===== src/rtl/filter_pkg.sv =====
// Shared types for the shaping-filter readout chain.
// No logic: widths, sample type, detector state encoding and event record.
// Imported by the peak detector and its output slot.
package filter_pkg;

  // Raw converter width and shaped-filter width. Shaped samples carry
  // 5 bits of headroom over the filter data width.
  localparam int SIZE_ADC_DATA    = 14;
  localparam int SIZE_FILTER_DATA = 16;
  localparam int SAMPLE_W         = SIZE_FILTER_DATA + 5;

  // Widest timestamp an event record can carry.
  localparam int TS_W_MAX = 32;

  // One shaped sample, two's complement.
  typedef logic signed [SAMPLE_W-1:0] sample_t;

  // Pulse detector states.
  typedef enum logic [1:0] {
    IDLE    = 2'd0,
    ARMED   = 2'd1,
    HOLDOFF = 2'd2
  } pd_state_t;

  // A completed pulse: maximum amplitude and the timestamp of that maximum.
  typedef struct packed {
    sample_t               amp;
    logic [TS_W_MAX-1:0]   tstamp;
  } peak_event_t;

endpackage


===== src/rtl/fpd_out_slot.sv =====
// Single-entry valid/ready holding register for detected peak events.
// Latency: a pushed event is visible on out_vld_o one clock after the push.
// Backpressure: while full and not drained, new pushes are dropped and counted.
module fpd_out_slot
  import filter_pkg::*;
#(
  parameter int DATA_W = 53,
  parameter int CNT_W  = 16
) (
  input  logic              clk,
  input  logic              reset,
  input  logic              push_vld_i,
  input  logic [DATA_W-1:0] push_dat_i,
  output logic              out_vld_o,
  input  logic              out_rdy_i,
  output logic [DATA_W-1:0] out_dat_o,
  output logic [CNT_W-1:0]  drop_count_o
);

  logic              vld_q;
  logic [DATA_W-1:0] dat_q;
  logic [CNT_W-1:0]  drop_q;

  // The slot can take a new event if it is empty or is being drained on this
  // very edge; a simultaneous push and pop therefore never loses an event.
  logic slot_free;
  assign slot_free = !vld_q || out_rdy_i;

  // Load, drop or drain the single entry; the drop counter sticks at all-ones.
  always_ff @(posedge clk or posedge reset) begin
    if (reset) begin
      vld_q  <= 1'b0;
      dat_q  <= '0;
      drop_q <= '0;
    end else begin
      if (push_vld_i && slot_free) begin
        vld_q <= 1'b1;
        dat_q <= push_dat_i;
      end else if (push_vld_i) begin
        // Full and stalled: keep the older event, account for the new one.
        if (drop_q != {CNT_W{1'b1}}) begin
          drop_q <= drop_q + CNT_W'(1);
        end
      end else if (out_rdy_i) begin
        vld_q <= 1'b0;
      end
    end
  end

  assign out_vld_o    = vld_q;
  assign out_dat_o    = dat_q;
  assign drop_count_o = drop_q;

endmodule


===== src/rtl/filter_peak_detector.sv =====
// Threshold-crossing pulse detector: captures each pulse's maximum and its timestamp.
// Latency: event valid 2 clocks after the first below-threshold sample is presented.
// Backpressure: one-entry output slot; events arriving while it is stalled are dropped and counted.
module filter_peak_detector #(
  parameter int SIZE_FILTER_DATA = 16,
  parameter int TS_W             = 32,
  parameter int HOLDOFF          = 16,
  parameter int MAX_LEN          = 256,
  parameter int CNT_W            = 16
) (
  input  logic                               clk,
  input  logic                               reset,
  input  logic signed [SIZE_FILTER_DATA+4:0] filter_data,
  input  logic                               enable,
  input  logic signed [SIZE_FILTER_DATA+4:0] threshold,
  output logic                               peak_valid,
  input  logic                               peak_ready,
  output logic signed [SIZE_FILTER_DATA+4:0] peak_amp,
  output logic [TS_W-1:0]                    peak_time,
  output logic [CNT_W-1:0]                   drop_count,
  output logic [CNT_W-1:0]                   pileup_count,
  output logic                               busy
);

  import filter_pkg::*;

  localparam int SW      = SIZE_FILTER_DATA + 5;
  localparam int EV_W    = SW + TS_W;
  // One counter serves both the pulse length and the hold-off interval.
  localparam int LEN_LIM = (MAX_LEN > HOLDOFF) ? MAX_LEN : HOLDOFF;
  localparam int LEN_W   = $clog2(LEN_LIM + 1);

  localparam logic [LEN_W-1:0] MAX_LEN_C   = LEN_W'(MAX_LEN);
  localparam logic [LEN_W-1:0] HOLD_LAST_C = LEN_W'(HOLDOFF - 1);
  localparam logic [CNT_W-1:0] CNT_SAT     = {CNT_W{1'b1}};

  // Input stage
  logic signed [SW-1:0] x_q;
  logic [TS_W-1:0]      ts_q;
  logic [TS_W-1:0]      tag_q;

  // Detector state
  pd_state_t            state_q;
  logic signed [SW-1:0] max_q;
  logic [TS_W-1:0]      max_ts_q;
  logic [LEN_W-1:0]     len_q;
  logic [LEN_W-1:0]     len_inc;
  logic [CNT_W-1:0]     pileup_q;
  logic                 busy_q;

  // Event hand-off to the output slot
  logic                 above;
  logic                 emit_vld;
  logic [EV_W-1:0]      emit_dat;
  logic [EV_W-1:0]      slot_dat;

  // Register each sample with the free-running timestamp taken on the same
  // edge, so the first sample after reset is tagged 0.
  always_ff @(posedge clk or posedge reset) begin
    if (reset) begin
      x_q   <= '0;
      ts_q  <= '0;
      tag_q <= '0;
    end else begin
      x_q   <= filter_data;
      tag_q <= ts_q;
      ts_q  <= ts_q + TS_W'(1);
    end
  end

  // Signed compare at full sample width; a negative threshold triggers on baseline.
  assign above   = x_q > threshold;
  assign len_inc = len_q + LEN_W'(1);

  // A pulse ends cleanly when an enabled, armed detector sees the sample fall
  // back to or below threshold; the running maximum is the event.
  assign emit_vld = (state_q == ARMED) && enable && !above;
  assign emit_dat = {max_q, max_ts_q};

  // Pulse tracking FSM: arm on crossing, follow the maximum, then sit out the hold-off.
  always_ff @(posedge clk or posedge reset) begin
    if (reset) begin
      state_q  <= IDLE;
      max_q    <= '0;
      max_ts_q <= '0;
      len_q    <= '0;
      pileup_q <= '0;
      busy_q   <= 1'b0;
    end else begin
      case (state_q)
        IDLE: begin
          if (enable && above) begin
            state_q  <= ARMED;
            busy_q   <= 1'b1;
            max_q    <= x_q;
            max_ts_q <= tag_q;
            len_q    <= LEN_W'(1);
          end
        end

        ARMED: begin
          if (!enable) begin
            // Abort: the partial pulse is forgotten without any accounting.
            state_q <= IDLE;
            busy_q  <= 1'b0;
            len_q   <= '0;
          end else if (above) begin
            // Strict compare keeps the earliest of equal maxima.
            if (x_q > max_q) begin
              max_q    <= x_q;
              max_ts_q <= tag_q;
            end
            if (len_inc == MAX_LEN_C) begin
              // Too long to be a single pulse: discard as pile-up.
              if (pileup_q != CNT_SAT) begin
                pileup_q <= pileup_q + CNT_W'(1);
              end
              state_q <= filter_pkg::HOLDOFF;
              len_q   <= '0;
            end else begin
              len_q <= len_inc;
            end
          end else begin
            // Falling edge: emit_vld is high this cycle; the slot takes it.
            state_q <= filter_pkg::HOLDOFF;
            len_q   <= '0;
          end
        end

        filter_pkg::HOLDOFF: begin
          // enable is deliberately ignored here so the dead time is always served.
          if (len_q == HOLD_LAST_C) begin
            state_q <= IDLE;
            busy_q  <= 1'b0;
            len_q   <= '0;
          end else begin
            len_q <= len_inc;
          end
        end

        default: begin
          state_q <= IDLE;
          busy_q  <= 1'b0;
          len_q   <= '0;
        end
      endcase
    end
  end

  fpd_out_slot #(
    .DATA_W (EV_W),
    .CNT_W  (CNT_W)
  ) u_out_slot (
    .clk          (clk),
    .reset        (reset),
    .push_vld_i   (emit_vld),
    .push_dat_i   (emit_dat),
    .out_vld_o    (peak_valid),
    .out_rdy_i    (peak_ready),
    .out_dat_o    (slot_dat),
    .drop_count_o (drop_count)
  );

  assign peak_amp     = slot_dat[EV_W-1 -: SW];
  assign peak_time    = slot_dat[TS_W-1:0];
  assign pileup_count = pileup_q;
  assign busy         = busy_q;

endmodule


===== config.mk =====
export PLATFORM = sky130hd
export DESIGN_NAME = filter_peak_detector
export DESIGN_NICKNAME = d
export VERILOG_FILES = /design/src/rtl/filter_pkg.sv /design/src/rtl/fpd_out_slot.sv /design/src/rtl/filter_peak_detector.sv
export SDC_FILE = /design/constraint.sdc
export NUM_CORES = 1
export LEC_CHECK = 0
export ABC_AREA = 1
export ABC_CLOCK_PERIOD_IN_PS = 8400
export CAP_MARGIN = 20
export CORE_MARGIN = 5
export CORE_UTILIZATION = 55
export DETAILED_ROUTE_END_ITERATION = 12
export PLACE_DENSITY = 0.79
export SLEW_MARGIN = 30
export SYNTH_ARGS = -nofsm -noshare
export SYNTH_HDL_FRONTEND = slang
export SYNTH_SLANG_ARGS = --single-unit

===== constraint.sdc =====
create_clock -name clk -period 8.4 [get_ports clk]
set_input_delay 0.84 -clock clk [delete_from_list [all_inputs] [get_ports clk]]
set_output_delay 0.84 -clock clk [all_outputs]
set_load 0.02 [all_outputs]

==> impl_metrics.csv, run 1 <==
group,metric,value,unit
timing,min_period_over_period,0.4838,
status,outcome,"complete, no violations",
synth,synth_top_family_by_area,"simple AND/OR/NAND/NOR gates",
grt,grt_use_total,0.2218,
final_layout,final_cell_mix,"nand2_1, dfrtp_1, clkdlybuf4s50_1, inv_1, nand4_1",
synth,syn-cell-area,10990,sq um
setup_path,start_kind,"input port",
synth,syn_area_per_cell,8.911,sq um
synth,synth-xor-area-share,0.04863,
hold_path,min_path_type,"reg -> reg",
routing,viasPerCell,5.225,
power_and_ir_drop,leakagePower,6.810,nW
setup_path,critPathCaptureType,"register",
clock_tree,cts_root_buf,"clkbuf_16",
clock_tree,clk_pin_slew_worst_paths,0.06,ns
synth,synth_cell_type_count,34,
final_layout,final_nets,1447,
routing,first_pass_iters,6,
placement,place_hpwl,16250,microns
setup_path,worstSetupPathType,"in -> reg",
power_and_ir_drop,p_per_area,242.0,nW/um^2
final_layout,synthToLayoutAreaGrowth,20.72,%
timing,slew_violations,0,
timing,relSlewSlack,0.3675,
timing,rsz0062_at_grt,"false",
timing,max_freq,0.2461,GHz
setup_path,worstPathRequired,8.77,ns
placement,place_area,12400,sq um
synth,yosys.area_share.simple,0.2788,
synth,ys_ff_latch,236,
clock_tree,ctsResizeCount,0,
floorplanning,start_util,0.5608,
timing,setup_violations,0,
clock_tree,cts_tree,"yes",
timing,worst_pin_slew,0.9453,ns
floorplanning,ios,133,
timing,clock_skew,0.01541,ns
setup_path,worstPathArrival,4.44,ns
clock_tree,cts_sinks,236,
grt,antenna_found_initial,0,
routing,num_vias,8563,
final_layout,antennaDiodeCount,0,
setup_path,cp_max_fo,20,
timing,final.setup.tns,0,ns
clock_tree,clkLatencyLatePin,0.52,ns
grt,grt_pass1_vias,8622,
timing,final_hold_viol_count,0,
power_and_ir_drop,ir_drop,0.1434,mV
clock_tree,htree_levels,1,
synth,yosys_warnings,0,
floorplanning,die_h,151.3,microns
routing,wirelength,24540,microns
synth,synth_fa_ha_area_frac,0.05239,
final_layout,stdcell_area,13260,sq um
clock_tree,postCtsHoldBufs,0,
synth,synth_compound_area_frac,0.01424,
synth,syn_nets,1325,
timing,final.min_clock_period,4.064,ns
routing,drt_iter0_markers,586,
floorplanning,dieArea,22900,sq um
flow_run,maxCapViolCount,0,
grt,grt_max_degree,111,
final_layout,layout_commonest_cell,"nand2_1",
synth,synthMuxAreaShare,0,
placement,gp_congestion,0.8589,
clock_tree,cts_inserted_buffers,25,
grt,overflow,0,
placement,port_buffers,132,
floorplanning,fp.coreArea,19590,sq um
routing,postRouteAntennaNets,0,
clock_tree,clockBufferDepth,3,
routing,drc,0,
clock_tree,postCtsSetupRepairBufs,0,
synth,synthCells,1233,
final_layout,final_util,0.6770,
power_and_ir_drop,p_total,0.003210,W
final_layout,drive_gt1_frac,0.05459,
floorplanning,die-width,151.3,microns
routing,drt-wirelength-per-cell,14.97,microns
floorplanning,placementRows,51,
synth,ys_seq_area_frac,0.5375,
grt,grt_pass1_wl,41440,microns
==> flip-flops by register name (all words and copies together), names as in the netlist <==
register / count
u_out_slot.out_dat_o: 53
ts_q: 32
u_out_slot.drop_count_o: 16
len_q: 9
max_ts_q: 32
pileup_count: 16
x_q: 21
tag_q: 32
max_q: 21
busy: 1
state_q: 2
u_out_slot.out_vld_o: 1
==> per-stage QoR <==
step           cells  hold WS [ns]  worst slack, ns
2_1_floorplan   1233        0.3537            1.085
3_3_place_gp    1593        0.3589            3.706
3_5_place_dp    1593        0.3676            3.831
4_1_cts         1639        0.3827            4.363
5_1_grt         1639        0.4001            4.019
6_report        1639        0.3867            4.336
==> cells by family after synthesis <==
logic type | Yosys count
XOR/XNOR | 61
adder cells (fa/ha/maj) | 46
flip-flops | 236
buffers and inverters | 164
AO/OA/AOI/OAI | 25
AND/OR/NAND/NOR | 701
==> cells in the mapped netlist <==
master,n,share of area
nand2_1,467,0.16
nor2_1,49,0.017
nand3_1,63,0.029
nand3_2,2,0.0018
buf_4,7,0.0048
nor2_2,5,0.0028
nor2_4,2,0.0020
nand2_2,1,0.00057
buf_2,14,0.0064
buf_6,12,0.012
a31oi_2,1,0.0011
nand4_1,77,0.044
nor3b_1,2,0.0014
nor3_1,16,0.0073
inv_2,2,0.00068
o21ai_0,3,0.0014
xnor2_1,18,0.014
nand3_4,1,0.0016
nand3b_1,3,0.0020
dfrtp_1,236,0.54
clkbuf_1,7,0.0024
xor2_1,43,0.034
nor4_1,8,0.0046
inv_4,1,0.00057
a21o_1,2,0.0014
ha_1,46,0.052
nand4_2,1,0.0011
a21oi_2,1,0.00080
inv_1,121,0.041
nand2_4,2,0.0020
o21ai_2,4,0.0032
a21oi_1,14,0.0064
nor4b_1,1,0.00080
nor2_8,1,0.0018
==> final timing paths <==
kind,startpoint,to,slack [ns],cells past startpoint
setup / recovery,threshold[20],pileup_count[13],4.34,14
max in group asynchronous,reset,u_out_slot.out_dat_o[23],5.55,4
min in group asynchronous,reset,u_out_slot.drop_count_o[12],0.88,2
setup reg to reg,x_q[20],pileup_count[13],4.72,12
hold reg to reg,ts_q[3],tag_q[3],0.39,0
hold / removal,ts_q[3],tag_q[3],0.39,0
==> metal layers <==
layer | global-route usage | routed length, microns | vias to the layer above
met5 | 0 | 0 | -
met4 | 0.06890 | 591 | 0
met3 | 0.04339 | 1718 | 50
met2 | 0.3681 | 11760 | 251
met1 | 0.2961 | 10470 | 4088
li1 | - | - | 4174
==> layout make-up <==
class                      instances  area, sq um
fill                            1531         6327
clock inverter                    18        193.9
clock buffer                      28        666.9
inverter                         124        476.7
tap                              265        331.6
multi-input combinational        833         4344
timing repair buffer             135         1344
sequential                       236         5906
==> worst max-delay path, stage by stage <==
cell and delay [ns]:
clkdlybuf4s50_1 0.45, inv_1 0.05, ha_1 0.34, nand2_1 0.08, nor2_1 0.24, nand2_1 0.11
nor2_1 0.17, nand2_1 0.12, nand4_2 0.14, nand3_4 0.12, nor2_1 0.73, nand2_1 0.71
nand2_1 0.24, o21ai_2 0.08
==> where the power goes <==
group	internal, W	switching [W]
clock network	0.000671	0.000465
registers	0.00127	0.000107
logic	0.000259	0.000440
(Power assumes the default switching activity.)
==> inputs of run 2 (changes only) <==
--- a/config.mk
+++ b/config.mk
@@ -6,7 +6,7 @@
 export NUM_CORES = 1
 export LEC_CHECK = 0
 export ABC_AREA = 1
-export ABC_CLOCK_PERIOD_IN_PS = 8400
+export ABC_CLOCK_PERIOD_IN_PS = 4040
 export CAP_MARGIN = 20
 export CORE_MARGIN = 5
 export CORE_UTILIZATION = 55
==> constraint.sdc (replaced) <==
create_clock -name clk -period 4.04 [get_ports clk]
set_input_delay 0.404 -clock clk [delete_from_list [all_inputs] [get_ports clk]]
set_output_delay 0.404 -clock clk [all_outputs]
set_load 0.02 [all_outputs]
==> impl_metrics.csv, run 2 (synthesis results as in run 1) <==
group,metric,value,unit
floorplanning,die_h,151.3,microns
floorplanning,start_util,0.5608,
timing,slew_violations,0,
placement,port_buffers,132,
final_layout,largest_register_ffs,53,
clock_tree,ctsResizeCount,0,
setup_path,crit_path_start,"len_q[0]",
setup_path,worstPathRequired,4.42,ns
grt,grt_pass1_vias,8716,
floorplanning,dieArea,22900,sq um
placement,place_area,12450,sq um
clock_tree,cts_inserted_buffers,25,
setup_path,path_cells,"ha_1, nand2_1, nor2_2, nand2_1, xor2_1, nor2_1, nand3_1, a21oi_2, nand2_1, nand2_1, o21ai_2",
final_layout,stdcell_area,13280,sq um
setup_path,cpMostUsedCell,"nand2_1",
power_and_ir_drop,p_total,0.006645,W
timing,clock_skew,0.01968,ns
setup_path,start_kind,"register",
power_and_ir_drop,p_per_area,500.5,nW/um^2
timing,min_period_over_period,0.7127,
floorplanning,placementRows,51,
floorplanning,die-width,151.3,microns
timing,worst_pin_slew,0.8396,ns
routing,postRouteAntennaNets,0,
timing,final_hold_viol_count,0,
setup_path,worst_path_largest_cell_delay,0.56,ns
routing,drc,0,
clock_tree,cts_root_buf,"clkbuf_16",
setup_path,r2r-start,"len_q[0]",
hold_path,min_path_type,"in -> async",
clock_tree,cts_sinks,236,
clock_tree,clockBufferDepth,3,
routing,drt_iter0_markers,452,
final_layout,final_nets,1452,
final_layout,fillers,1557,
setup_path,crit_slowest_cell,"nand2_1",
clock_tree,htree_levels,1,
placement,pre_cts_ws,0.7533,ns
grt,grt_pass1_wl,41770,microns
routing,wirelength,24480,microns
routing,first_pass_iters,5,
setup_path,worstPathArrival,3.26,ns
status,outcome,"complete, no violations",
routing,drt-wirelength-per-cell,14.91,microns
final_layout,antennaDiodeCount,0,
setup_path,cp_max_fo,20,
timing,setup_violations,0,
final_layout,drive_gt1_frac,0.05229,
final_layout,layout_commonest_cell,"nand2_1",
final_layout,layout.cells.non_filler,1642,
power_and_ir_drop,leakagePower,6.817,nW
setup_path,critPathCaptureType,"register",
clock_tree,postCtsHoldBufs,0,
grt,grt_max_degree,129,
clock_tree,clk_pin_slew_worst_paths,0.06,ns
routing,viasPerCell,5.194,
final_layout,synthToLayoutAreaGrowth,20.83,%
clock_tree,cts_tree,"yes",
setup_path,ff2ff_setup_slack,1.16,ns
final_layout,final_cell_mix,"nand2_1, dfrtp_1, clkdlybuf4s50_1, inv_1, nand4_1",
placement,gp_congestion,0.8678,
timing,relSlewSlack,0.4403,
setup_path,worstSetupPathType,"reg -> reg",
flow_run,maxCapViolCount,0,
timing,fin_ws,1.161,ns
placement,place_inst,1598,
grt,grt_use_total,0.2231,
routing,num_vias,8529,
floorplanning,ios,133,
timing,max_freq,0.3473,GHz
clock_tree,clkLatencyLatePin,0.52,ns
power_and_ir_drop,ir_drop,0.3455,mV
grt,overflow,0,
floorplanning,fp.coreArea,19590,sq um
timing,rsz0062_at_grt,"false",
grt,antenna_found_initial,0,
timing,final.min_clock_period,2.879,ns
timing,final.setup.tns,0,ns
placement,place_hpwl,16340,microns
clock_tree,postCtsSetupRepairBufs,0,
-- run 2: layout make-up --
| class | count | area, sq um | area share |
|---|---|---|---|
| clock buffer | 34 | 689.4 | 0.05193 |
| clock inverter | 10 | 137.6 | 0.01037 |
| inverter | 124 | 473.0 | 0.03563 |
| multi-input combinational | 833 | 4332 | 0.3263 |
| sequential | 236 | 5906 | 0.4449 |
| tap | 265 | 331.6 | 0.02498 |
| timing repair buffer | 140 | 1406 | 0.1059 |
-- run 2: per-layer routing --
metal | vias up | global-route usage | routed length [microns]
li1 | 4189 | - | -
met1 | 4079 | 0.3024 | 10930
met2 | 220 | 0.3685 | 11600
met3 | 41 | 0.04458 | 1414
met4 | 0 | 0.06074 | 532
met5 | - | 0 | 0
-- run 2: worst max-delay path: cells and delay by family, from the launching register on --
kind	cells	cell delay [ns]
and+or+nand+nor	7	1.48
DFF	1	0.39
adders and majority gates	1	0.18
AOI/OAI and AO/OA	2	0.52
xor gates and xnor gates	1	0.16
-- run 2: where the power goes --
part / switching [W] / internal (W)
Combinational: 0.000927 / 0.000547
Sequential: 0.000225 / 0.00264
Clock: 0.000920 / 0.00139
-- run 2: worst paths after layout --
path / depth (start not counted) / to
setup reg to reg: 11 / pileup_count[14]
max in group asynchronous: 3 / ts_q[6]
hold / removal: 2 / u_out_slot.drop_count_o[14]
setup / recovery: 11 / pileup_count[14]
min in group clk: 1 / x_q[4]
hold reg to reg: 0 / tag_q[3]
-- run 2: stage by stage --
step / hold WS [ns] / util
2_1_floorplan: 0.3537 / -
3_3_place_gp: 0.3597 / 0.6354
3_5_place_dp: 0.3649 / 0.6354
4_1_cts: 0.2209 / 0.6776
5_1_grt: 0.2447 / 0.6777
6_report: 0.2230 / 0.6777
==> inputs of run 3 (changes only) <==
--- a/config.mk
+++ b/config.mk
@@ -6,7 +6,7 @@
 export NUM_CORES = 1
 export LEC_CHECK = 0
 export ABC_AREA = 1
-export ABC_CLOCK_PERIOD_IN_PS = 4040
+export ABC_CLOCK_PERIOD_IN_PS = 2700
 export CAP_MARGIN = 20
 export CORE_MARGIN = 5
 export CORE_UTILIZATION = 55
==> constraint.sdc (replaced) <==
create_clock -name clk -period 2.7 [get_ports clk]
set_input_delay 0.27 -clock clk [delete_from_list [all_inputs] [get_ports clk]]
set_output_delay 0.27 -clock clk [all_outputs]
set_load 0.02 [all_outputs]
==> impl_metrics.csv, run 3 (synthesis results as in run 1) <==
group,metric,value,unit
floorplanning,fp.coreArea,19590,sq um
setup_path,critPathCaptureType,"register",
timing,final_hold_viol_count,0,
grt,grt_max_degree,55,
routing,drc,0,
final_layout,final_nets,1471,
setup_path,cp_max_fo,16,
clock_tree,postCtsSetupRepairBufs,0,
timing,fin_ws,0.2794,ns
grt,grt_use_total,0.2223,
final_layout,layout_commonest_cell,"nand2_1",
floorplanning,placementRows,51,
timing,final.setup.tns,0,ns
clock_tree,cts_root_buf,"clkbuf_16",
power_and_ir_drop,ir_drop,0.6417,mV
final_layout,synthToLayoutAreaGrowth,23.57,%
floorplanning,ios,133,
grt,antenna_found_initial,0,
final_layout,antennaDiodeCount,0,
hold_path,min_path_type,"in -> async",
final_layout,final_util,0.6930,
grt,grt_pass1_wl,41540,microns
routing,wirelength,24500,microns
setup_path,worstPathArrival,2.82,ns
final_layout,drive_gt1_frac,0.06719,
clock_tree,htree_levels,1,
grt,grt_pass1_vias,8716,
timing,max_freq,0.4131,GHz
setup_path,r2r-start,"x_q[20]",
clock_tree,clockBufferDepth,3,
timing,final.min_clock_period,2.421,ns
timing,worst_pin_slew,0.6141,ns
power_and_ir_drop,clkPwrFrac,0.363,
status,outcome,"complete, no violations",
routing,drt-wirelength-per-cell,14.72,microns
final_layout,largest_register_ffs,53,
routing,num_vias,8609,
placement,place_inst,1616,
setup_path,crit_path_start,"x_q[20]",
routing,drt_iter0_markers,537,
final_layout,fillers,1491,
flow_run,maxCapViolCount,0,
power_and_ir_drop,p_sw,0.003124,W
timing,clock_skew,0.01336,ns
setup_path,start_kind,"register",
routing,viasPerCell,5.174,
timing,slew_violations,0,
final_layout,layout.cells.non_filler,1664,
clock_tree,cts_inserted_buffers,26,
floorplanning,die_h,151.3,microns
clock_tree,clk_pin_slew_worst_paths,0.06,ns
clock_tree,clkLatencyLatePin,0.52,ns
routing,first_pass_iters,5,
setup_path,worstPathRequired,3.10,ns
floorplanning,die-width,151.3,microns
placement,place_hpwl,16940,microns
final_layout,final_cell_mix,"nand2_1, dfrtp_1, clkdlybuf4s50_1, inv_1, nand4_1",
power_and_ir_drop,p_per_area,758.2,nW/um^2
power_and_ir_drop,power_switching_share,0.3035,
power_and_ir_drop,combPwrFrac,0.221,
power_and_ir_drop,seqPwrFrac,0.416,
placement,port_buffers,132,
routing,postRouteAntennaNets,0,
floorplanning,start_util,0.5608,
clock_tree,cts_tree,"yes",
floorplanning,dieArea,22900,sq um
power_and_ir_drop,p_int,0.007169,W
power_and_ir_drop,leakagePower,6.974,nW
timing,min_period_over_period,0.8965,
placement,gp_congestion,0.8611,
timing,rsz0062_at_grt,"false",
setup_path,worstSetupPathType,"reg -> reg",
grt,overflow,0,
placement,pre_cts_ws,-0.1464,ns
timing,relSlewSlack,0.5906,
clock_tree,cts_sinks,236,
timing,setup_violations,0,
-- run 3: cell types whose count changed in the layout (fill, tap and decap cells not counted), sizes merged --
cell    before  now
bufinv       3    5
inv        124  123
buf          8   26
clkinv       5    8
-- run 3: repair_timing --
action | 4_1_cts | 5_1_grt
hold buffers | 0 | 0
endpoints found under the setup margin | 0 | 6
resized for setup | 0 | 1
-- run 3: final cells by class --
type / instances / area (sq um) / area share
repair buffers: 158 / 1617 / 0.1191
clock inverters: 14 / 205.2 / 0.01511
well taps: 265 / 331.6 / 0.02442
clock buffers: 34 / 711.9 / 0.05244
flip-flops and latches: 236 / 5906 / 0.4350
inverters: 124 / 474.2 / 0.03493
multi-input cells: 833 / 4332 / 0.3190
-- run 3: worst paths after layout --
check | endpoint | slack (ns) | cells past startpoint
worst max-delay path | u_out_slot.drop_count_o[13] | 0.28 | 13
worst min-delay path | u_out_slot.out_dat_o[6] | 0.08 | 2
worst max register to register | u_out_slot.drop_count_o[13] | 0.28 | 13
worst min register to register | tag_q[3] | 0.38 | 0
max in group asynchronous | u_out_slot.out_dat_o[42] | 1.76 | 4
min in group clk | x_q[20] | 0.19 | 1
-- run 3: routing by layer --
metal	up-vias	GRT usage	share of wire
met3	44	0.04010	0.061
met4	0	0.05893	0.025
met1	4089	0.2986	0.44
li1	4237	-	-
met5	-	0	0
met2	239	0.3741	0.48
-- run 3: critical path, cell delays in order, from the launching register on --
cell and delay (ns):
dfrtp_1 0.43, ha_1 0.35, nand2_1 0.09, nor2_1 0.20, nand2_1 0.10, inv_1 0.08
nand4_1 0.22, nand3_4 0.21, nand2_4 0.08, buf_4 0.16, inv_2 0.09, nand2_4 0.13
nand2_1 0.11, nand2_1 0.05
-- run 3: metrics by stage --
step	hold WS (ns)	cell area [sq um]	power [W]
floorplan	0.3014	10990	0.005712
global placement	0.3596	12660	0.006511
detailed placement	0.3724	12660	0.006613
CTS	0.06801	13570	0.01039
global route	0.09161	13580	0.01087
finish	0.07884	13580	0.01029
-- run 3: power by group through the flow --
stage / Combinational [W] / Sequential, W / Clock, W
after floorplan: 0.00127 / 0.00444 / 0
after global placement: 0.00219 / 0.00432 / 0
after detailed placement: 0.00228 / 0.00433 / 0
after CTS: 0.00230 / 0.00428 / 0.00382
after global routing: 0.00258 / 0.00433 / 0.00397
final: 0.00227 / 0.00429 / 0.00374
